[src/rtl/alu_issue_stage.sv]
// ALU issue stage: operand select, bypass, opcode encode, 2-entry skid buffer.
// Optional writeback forwarding enabled by defining ALU_ISSUE_FWD_EN.
module alu_issue_stage (
    input  logic        clk_in,
    input  logic        rst_n_in,
    input  logic        valid_in,
    output logic        ready_out,
    input  logic [31:0] rs1_data_in,
    input  logic [31:0] rs2_data_in,
    input  logic [31:0] imm_in,
    input  logic [31:0] pc_in,
    input  logic [4:0]  rs1_addr_in,
    input  logic [4:0]  rs2_addr_in,
    input  logic [4:0]  rd_addr_in,
    input  logic [2:0]  funct3_in,
    input  logic        funct7_5_in,
    input  logic        imm_sel_in,
    input  logic [1:0]  op1_sel_in,
    input  logic        wb_en_in,
    input  logic [4:0]  wb_addr_in,
    input  logic [31:0] wb_data_in,
    input  logic        flush_in,
    input  logic        ready_in,
    output logic        valid_out,
    output logic [31:0] op_1_out,
    output logic [31:0] op_2_out,
    output logic [3:0]  opcode_out,
    output logic [4:0]  rd_addr_out
);

    typedef struct packed {
        logic [31:0] op1;
        logic [31:0] op2;
        logic [3:0]  opcode;
        logic [4:0]  rd;
`ifdef ALU_ISSUE_FWD_EN
        logic        s1;
        logic [4:0]  a1;
        logic        s2;
        logic [4:0]  a2;
`endif
    } entry_t;

    entry_t      head_q;
    entry_t      skid_q;
    entry_t      head_s;
    entry_t      skid_s;
    entry_t      cap;
    logic        head_v_q;
    logic        skid_v_q;
    logic        ready_q;
    logic        consume;
    logic        accept;
    logic        b3;
    logic [31:0] rs1_val;
    logic [31:0] rs2_val;

`ifdef ALU_ISSUE_FWD_EN
    function automatic logic hit(
        input logic       en,
        input logic [4:0] wa,
        input logic [4:0] a
    );
        return en && (wa == a) && (wa != 5'd0);
    endfunction

    function automatic entry_t snoop(
        input entry_t      e,
        input logic        en,
        input logic [4:0]  wa,
        input logic [31:0] wd
    );
        entry_t r;
        r = e;
        if (e.s1 && hit(en, wa, e.a1)) r.op1 = wd;
        if (e.s2 && hit(en, wa, e.a2)) r.op2 = wd;
        return r;
    endfunction
`else
    logic unused_fwd;
    assign unused_fwd = ^{wb_en_in, wb_addr_in, wb_data_in,
                          rs1_addr_in, rs2_addr_in};

    function automatic entry_t snoop(
        input entry_t      e,
        input logic        en,
        input logic [4:0]  wa,
        input logic [31:0] wd
    );
        return e;
    endfunction
`endif

    always_comb begin
        rs1_val = rs1_data_in;
        rs2_val = rs2_data_in;
`ifdef ALU_ISSUE_FWD_EN
        if (hit(wb_en_in, wb_addr_in, rs1_addr_in)) rs1_val = wb_data_in;
        if (hit(wb_en_in, wb_addr_in, rs2_addr_in)) rs2_val = wb_data_in;
`endif
    end

    // Only SUB (R-type funct3 000) and SRA/SRAI (funct3 101) set bit 3.
    always_comb begin
        b3 = 1'b0;
        unique case (funct3_in)
            3'b101:  b3 = funct7_5_in;
            3'b000:  b3 = funct7_5_in && !imm_sel_in;
            default: b3 = 1'b0;
        endcase
    end

    always_comb begin
        cap = '0;
        unique case (op1_sel_in)
            2'b00:   cap.op1 = rs1_val;
            2'b01:   cap.op1 = pc_in;
            default: cap.op1 = 32'd0;
        endcase
        cap.op2    = imm_sel_in ? imm_in : rs2_val;
        cap.opcode = (op1_sel_in != 2'b00) ? 4'b0000 : {b3, funct3_in};
        cap.rd     = rd_addr_in;
`ifdef ALU_ISSUE_FWD_EN
        cap.s1 = (op1_sel_in == 2'b00);
        cap.a1 = rs1_addr_in;
        cap.s2 = !imm_sel_in;
        cap.a2 = rs2_addr_in;
`endif
    end

    assign head_s  = snoop(head_q, wb_en_in, wb_addr_in, wb_data_in);
    assign skid_s  = snoop(skid_q, wb_en_in, wb_addr_in, wb_data_in);
    assign consume = head_v_q && ready_in;
    assign accept  = valid_in && ready_q;

    always_ff @(posedge clk_in) begin
        if (!rst_n_in) begin
            head_q   <= '0;
            skid_q   <= '0;
            head_v_q <= 1'b0;
            skid_v_q <= 1'b0;
            ready_q  <= 1'b1;
        end else if (flush_in) begin
            head_v_q <= 1'b0;
            skid_v_q <= 1'b0;
            ready_q  <= 1'b1;
        end else if (!head_v_q || consume) begin
            if (skid_v_q) begin
                head_q   <= skid_s;
                head_v_q <= 1'b1;
                skid_v_q <= 1'b0;
                ready_q  <= 1'b1;
            end else begin
                head_q   <= accept ? cap : head_s;
                head_v_q <= accept;
            end
        end else begin
            head_q <= head_s;
            if (accept) begin
                skid_q   <= cap;
                skid_v_q <= 1'b1;
                ready_q  <= 1'b0;
            end else begin
                skid_q <= skid_s;
            end
        end
    end

    assign ready_out   = ready_q;
    assign valid_out   = head_v_q;
    assign op_1_out    = head_q.op1;
    assign op_2_out    = head_q.op2;
    assign opcode_out  = head_q.opcode;
    assign rd_addr_out = head_q.rd;

endmodule

[config.mk]
export PLATFORM = sky130hd
export DESIGN_NAME = alu_issue_stage
export DESIGN_NICKNAME = d
export VERILOG_FILES = /design/src/rtl/alu_issue_stage.sv
export SDC_FILE = /design/constraint.sdc
export NUM_CORES = 1
export LEC_CHECK = 0
export CAP_MARGIN = 10
export CORE_MARGIN = 4
export CORE_UTILIZATION = 48
export DETAILED_ROUTE_END_ITERATION = 10
export GPL_TIMING_DRIVEN = 0
export PLACE_DENSITY_LB_ADDON = 0.08
export SLEW_MARGIN = 0
export SYNTH_ARGS = -nofsm -noshare
export SYNTH_HDL_FRONTEND = slang
export SYNTH_SLANG_ARGS = --single-unit
export TNS_END_PERCENT = 20
[constraint.sdc]
create_clock -name clk_in -period 3 [get_ports clk_in]
set_input_delay 0.45 -clock clk_in [delete_from_list [all_inputs] [get_ports clk_in]]
set_output_delay 0.45 -clock clk_in [all_outputs]
set_load 0.02 [all_outputs]
# Yosys cells after proc, flatten, opt, wreduce, memory -nomap -nowiden
# Index checks and enable logic that the tools add are counted.
[word_totals]
ff_bits = 149
in_bits = 193
output_inout_bits = 75
wordCells = 43
[classes]
eq_ne = 3
muxes = 10
bitwise = 3
n_reduce_logical = 16
[ops]
columns = ["op", "count"]
rows = [
  ["$mux W73", 2],
  ["$pmux W32 S2", 1],
  ["$mux W32", 1],
  ["$reduce_and A3 Y1", 2],
  ["$reduce_bool A2 Y1", 3],
  ["$mux W1", 4],
  ["$mux W4", 1],
  ["$eq A3 B3 Y1 const B", 1],
  ["$logic_and A1 B1 Y1", 3],
  ["$logic_not A3 Y1", 1],
  ["$not A1 Y1", 3],
  ["$reduce_or A3 Y1", 1],
  ["$eq A2 B1 Y1 const B", 1],
  ["$logic_not A1 Y1", 2],
  ["$logic_not A2 Y1", 1],
  ["$ne A2 B2 Y1 const B", 1],
  ["$pmux W1 S2", 1],
  ["$reduce_and A2 Y1", 1],
  ["$reduce_or A2 Y1", 1],
  ["$logic_or A1 B1 Y1", 1],
]

# Longest topological paths before layout
# Gate-level depths: netlist of the first run.
[depth]
word_depth = 6
depth_mapped = 6
ltp_nobuf = 3

# Worst setup path before layout of the first run
# Ideal clock, no wire load.
[synth_timing]
kind = "in2reg"
start = "input port imm_sel_in"
end = "register skid_q[12] (netlist name)"
setup_time_ns = 0.132
arrival_ns = 1.367
required_ns = 2.868
path_slack_ns = 1.501
stages = 5
path_buffers = 2
cell_sequence = "buf_2 -> buf_2 -> mux2_2 -> nor3_1 -> nor3_1"
[synth_via]
elab_chain_cells = 1
[synth_lines]
columns = ["element", "line_no", "rtl"]
rows = [
  ["start, declared", "17", "input logic imm_sel_in,"],
  ["$mux W32", "120", "cap.op2 = imm_sel_in ? imm_in : rs2_val;"],
  ["end signal, assigned", "160", "skid_q <= cap;"],
  ["end signal, assigned", "164", "skid_q <= skid_s;"],
  ["end, declared", "45", "entry_t skid_q;"],
]
# No other way between the ends.
# A chain may end at the register's enable or synchronous reset.

# Worst setup path after layout of the first run
[layout_timing]
start = "register ready_q, in the netlist ready_out"
end = "output port ready_out"
[layout_lines]
columns = ["element", "line_no", "rtl"]
rows = [
  ["start, declared", "51", "logic ready_q;"],
  ["start signal, assigned", "142", "ready_q <= 1'b1;"],
  ["start signal, assigned", "146", "ready_q <= 1'b1;"],
  ["start signal, assigned", "152", "ready_q <= 1'b1;"],
  ["end, declared", "7", "output logic ready_out,"],
]
# No word-level cell between the ends.

==> impl_metrics.csv, run 1 <==
group,metric,value,unit
status,outcome,"completed",
critical_path,r2r_start,"ready_out",
floorplan,fp-row-count,44,
timing,maxSlewViolCount,0,
global_routing,grt_pass1_vias,6866,
global_routing,grt_max_degree,17,
cts,cts_root_buf,"clkbuf_16",
synthesis,synth_top_family_by_area,"compound AO/OA/AOI/OAI gates",
synthesis,synth_area_leaders,"dfxtp_1, mux2_2, mux2i_1",
timing,finClkSkew,0.007413,ns
timing,slew_headroom,50.99,%
detailed_routing,ant_nets,0,
timing,grt_setup_unrepaired,"no",
timing,tns,0,ns
layout,final_common_cell,"clkdlybuf4s50_1",
power_and_ir_drop,vdd_ir_drop_max,0.4024,mV
synthesis,ys_warn_count,0,
global_routing,antenna_found_initial,0,
synthesis,synthCells,769,
cts,insertion_delay,0.43,ns
critical_path,crit_start,"ready_out",
synthesis,synth_xor_area_share,0,%
hold_path,min-delay-start,"rst_n_in",
placement,gp_congestion,0.8024,
floorplan,die_width,129.9,um
power_and_ir_drop,power-per-cell-area,511.1,nW/um2
cts,cts_tree,"built",
cts,cts_made_buffers,17,
cts,cts_buffer_depth,2,
layout,final_area,10120,um2
layout,final_nets,1196,
layout,drive_gt1_share,16.24,%
layout,area_growth_syn_to_layout,42.06,%
critical_path,path_class,"reg -> out",
floorplan,dieArea,16860,um2
timing,fin_crit,2.013,ns
placement,dp_hpwl,16.21,mm
hold_path,hold-path-cell-count,3,
floorplan,fp.coreArea,14530,um2
power_and_ir_drop,p_leak,3.399,nW
synthesis,synth_nets,962,
synthesis,yosys.area_share.adder,0,%
synthesis,synth_area,7127,um2
critical_path,reg2reg_depth,4,
cts,clkSinkCount,149,
cts,cts-resized-gates,0,
placement,io_buffer_count,215,
cts,htreeDepth,4,
synthesis,synth-compound-area-share,23.35,%
critical_path,path_cells,"clkdlybuf4s50_1",
global_routing,grt_pass1_wl,35.02,mm
detailed_routing,firstDrtPassIters,5,
layout,antenna_cells,0,
critical_path,crit_required,2.55,ns
detailed_routing,wire_per_inst,19.01,um
floorplan,die_y,129.9,um
critical_path,worstSetupEndpointType,"output pin",
critical_path,path_buf_inv,1,
critical_path,timing.rr.end,"op_1_out[27]",
placement,placed_area,9509,um2
synthesis,netlist.area_leader.share,41.85,%
detailed_routing,drtIter0Drc,490,
global_routing,grt.total_usage,26.16,%
critical_path,reg2reg_setup_slack,1.33,ns
timing,tightest_slew,0.7328,ns
detailed_routing,drt-total-wl,22.82,mm
timing,fin_crit_sh,67.09,%
synthesis,synth_edf_count,0,
global_routing,grt-busiest-layer,"met2",
cts,holdBufCountCts,0,
cts,post-cts-setup-buffers,0,
synthesis,synth_seq_area_share,41.85,%
critical_path,crit_end,"ready_out",
synthesis,synthArstFlopShare,0,%
floorplan,design.portCount,268,
global_routing,use_met2,43.31,%
detailed_routing,remaining_drc_errors,0,
timing,timing.fmax,496.9,MHz
detailed_routing,via_per_inst,5.954,
synthesis,synthSimpleGateAreaFrac,12.24,%
synthesis,yosys-mux-area-fraction,15.31,%
critical_path,crit_cells,1,
layout,mostFrequentLayoutCells,"clkdlybuf4s50_1, dfxtp_1, a21oi_1, nor3_1, mux2_2",
timing,report.final.setup_viol,0,
global_routing,use_met1,32.02,%
critical_path,start_kind,"flop",
global_routing,overflow,0,
timing,hold_viol_final,0,
critical_path,worstPathArrival,1.56,ns
critical_path,crit_family,"buffers and inverters",
critical_path,slowest_stage,"clkdlybuf4s50_1",
synthesis,synthFlopType,"dfxtp_1",
cts,clk_pin_slew,0.06,ns
hold_path,hp-class,"in -> reg",
synthesis,avgSynthCellArea,9.268,um2
synthesis,ys_seq_elements,149,
layout,nFillCells,1223,
global_routing,grt_use_met3,8.228,%
synthesis,yosys.area.top_type,"dfxtp_1",
floorplan,initial_core_util,49.04,%
critical_path,cpPeakStageDelay,0.69,ns
critical_path,path_max_fanout,6,
job,cap_violations,0,
synthesis,ys_types,34,
detailed_routing,dr_total_vias,7145,
-- Yosys cell counts (2+ instances only) --
library cell	instances
nor2b_1	2
nand3_1	5
buf_2	47
o22ai_1	32
nor3_1	66
nand4b_1	33
buf_4	7
dfxtp_1	149
a21o_1	3
o211ai_1	3
a22oi_1	35
a21oi_1	73
nand4_1	4
mux2_2	64
a31oi_1	41
clkbuf_1	28
buf_6	9
a211oi_1	40
buf_1	4
o21ai_0	40
nand2_1	35
mux2i_1	37
-- kinds of logic after synthesis --
group,Yosys count
DFF,149
AOI/OAI and AO/OA,270
and+or+nand+nor,152
buffers and inverters,97
muxes,101
-- cell type report --
cell class                 count  area [um2]  share of cell area, %
multi-input combinational    523        3627                  35.83
sequential                   149        2983                  29.46
timing repair buffer         215        2152                  21.26
buffer                        95       509.2                  5.030
clock buffer                  18       439.2                  4.338
tap                          184       230.2                  2.274
clock inverter                14       176.4                  1.742
inverter                       2       7.507                0.07415
-- worst min-delay path by stage --
stage	to	slack, ns
floorplan	skid_q[5]	0.45
global placement	op_2_out[28]	0.46
detailed placement	op_2_out[31]	0.46
CTS	op_2_out[29]	0.37
global route	op_2_out[29]	0.39
finish	op_2_out[29]	0.39
-- sequential cells by signal (all words and copies together), names as in the netlist --
signal / flops
skid_q: 73
opcode_out: 4
valid_out: 1
skid_v_q: 1
ready_out: 1
op_1_out: 32
op_2_out: 32
rd_addr_out: 5
-- power breakdown --
part	internal [W]	switching (W)	leakage, nW
clock network	0.00133	0.000876	0.285
logic	0.000452	0.000423	1.90
registers	0.00205	0.0000387	1.21
-- per-layer routing --
layer  wire, um  up-vias
li1           -     3396
met3       1873       42
met4        503        0
met1       9440     3425
met2      11000      282
met5          0        -
-- metrics by stage --
stage	utilization [%]	hold slack [ns]	total power, W	instances	setup slack (ns)
finish	69.66	0.3904	0.005175	1200	0.9875
floorplan	-	0.4499	0.002571	769	1.501
CTS	69.66	0.3689	0.005193	1200	0.9975
detailed placement	65.43	0.4583	0.002999	1168	0.7558
global placement	65.43	0.4569	0.002993	1168	0.7712
global route	69.66	0.3918	0.005342	1200	0.9609
(Power assumes the default switching activity.)
==> inputs of run 2 (changes only) <==
Settings changed: CORE_UTILIZATION 48 to 45.
Clock period 3 ns to 2 ns, I/O delays scaled along.
==> impl_metrics.csv, run 2 (same netlist as run 1, synthesis figures left out) <==
group,metric,value,unit
status,outcome,"completed",
placement,dp_hpwl,16.33,mm
floorplan,dieArea,17910,um2
cts,cts_tree,"built",
placement,gp_congestion,0.8261,
power_and_ir_drop,power-per-cell-area,798.8,nW/um2
critical_path,path_class,"reg -> out",
cts,post-cts-setup-buffers,0,
timing,grt_setup_unrepaired,"no",
job,cap_violations,0,
critical_path,crit_family,"buffers and inverters",
timing,timing.fmax,545.2,MHz
detailed_routing,dr_total_vias,7021,
layout,top_register,"skid_q",
hold_path,hp-class,"in -> reg",
critical_path,crit_required,1.70,ns
floorplan,design.portCount,268,
layout,nFillCells,1324,
layout,drive_gt1_share,16.14,%
detailed_routing,drt-total-wl,22.68,mm
cts,htreeDepth,4,
cts,cts_buffer_depth,2,
critical_path,cpPeakStageDelay,0.67,ns
cts,cts-resized-gates,0,
critical_path,path_max_fanout,6,
timing,slew_headroom,52.89,%
power_and_ir_drop,p_total,0.008165,W
floorplan,initial_core_util,46.37,%
floorplan,fp-row-count,45,
floorplan,fp.coreArea,15370,um2
layout,final_nets,1196,
critical_path,slowest_stage,"clkdlybuf4s50_1",
layout,mostFrequentLayoutCells,"clkdlybuf4s50_1, dfxtp_1, a21oi_1, nor3_1, mux2_2",
power_and_ir_drop,p_leak,3.440,nW
global_routing,overflow,0,
layout,largest_register_ffs,73,
placement,io_buffer_count,215,
critical_path,start_kind,"flop",
detailed_routing,via_per_inst,5.722,
cts,cts_made_buffers,17,
cts,clkSinkCount,149,
timing,tightest_slew,0.7044,ns
detailed_routing,ant_nets,0,
power_and_ir_drop,vdd_ir_drop_max,0.6115,mV
cts,cts_root_buf,"clkbuf_16",
detailed_routing,wire_per_inst,18.48,um
global_routing,antenna_found_initial,0,
cts,holdBufCountCts,0,
global_routing,grt_max_degree,17,
global_routing,grt_pass1_vias,6866,
floorplan,die_width,133.8,um
layout,area_growth_syn_to_layout,43.42,%
critical_path,worstSetupEndpointType,"output pin",
timing,fin_crit,1.834,ns
timing,report.final.setup_viol,0,
timing,finClkSkew,0.005786,ns
critical_path,worstPathArrival,1.53,ns
critical_path,path_cells,"clkdlybuf4s50_1",
placement,placed_area,9543,um2
timing,maxSlewViolCount,0,
timing,fin_crit_sh,91.72,%
cts,clk_pin_slew,0.06,ns
global_routing,grt_pass1_wl,35.56,mm
critical_path,path_buf_inv,1,
layout,antenna_cells,0,
layout,final_area,10220,um2
layout,final_common_cell,"clkdlybuf4s50_1",
floorplan,die_y,133.8,um
cts,insertion_delay,0.44,ns
global_routing,grt.total_usage,24.39,%
detailed_routing,firstDrtPassIters,5,
detailed_routing,drtIter0Drc,467,
detailed_routing,remaining_drc_errors,0,
timing,hold_viol_final,0,
run 2: worst paths after layout:
path	start	endpoint	slack [ns]	depth (start not counted)
max	ready_out	ready_out	0.17	1
min	rst_n_in	op_2_out[30]	0.24	3
max reg2reg	ready_out	op_1_out[26]	0.38	4
min reg2reg	op_2_out[4]	op_2_out[4]	0.47	2
run 2: stage by stage:
stage / hold WS, ns / std cells / setup TNS, ns / worst slack (ns) / utilization, %
floorplan: 0.4477 / 769 / 0 / 0.5663 / -
global placement: 0.4555 / 1195 / -5.618 / -0.1037 / 62.08
detailed placement: 0.4603 / 1195 / -4.738 / -0.09126 / 62.08
CTS: 0.2361 / 1227 / 0 / 0.1495 / 66.50
global route: 0.2447 / 1227 / 0 / 0.1272 / 66.50
finish: 0.2422 / 1227 / 0 / 0.1657 / 66.50
run 2: area by class of cell:
cell class	count	area (um2)	area share (%)
Tap cell	211	264.0	2.583
Clock inverter	14	249.0	2.436
Multi-Input combinational cell	523	3627	35.49
Sequential cell	149	2983	29.18
Inverter	2	7.507	0.07345
Timing Repair Buffer	215	2152	21.06
Buffer	95	509.2	4.982
Clock buffer	18	429.2	4.199
run 2: per-layer routing:
| layer | up-vias | routed length [um] | track usage, % |
|---|---|---|---|
| met2 | 249 | 10710 | 40.40 |
| met4 | 0 | 551 | 8.286 |
| met5 | - | 0 | 0 |
| met1 | 3337 | 9751 | 30.51 |
| li1 | 3396 | - | - |
| met3 | 39 | 1665 | 7.052 |
run 2: report_power, final:
group	total [W]	internal (W)	switching, W
Combinational	0.00131	0.000677	0.000631
Sequential	0.00313	0.00308	0.0000571
Clock	0.00372	0.00236	0.00137
Total	0.00816	0.00611	0.00205
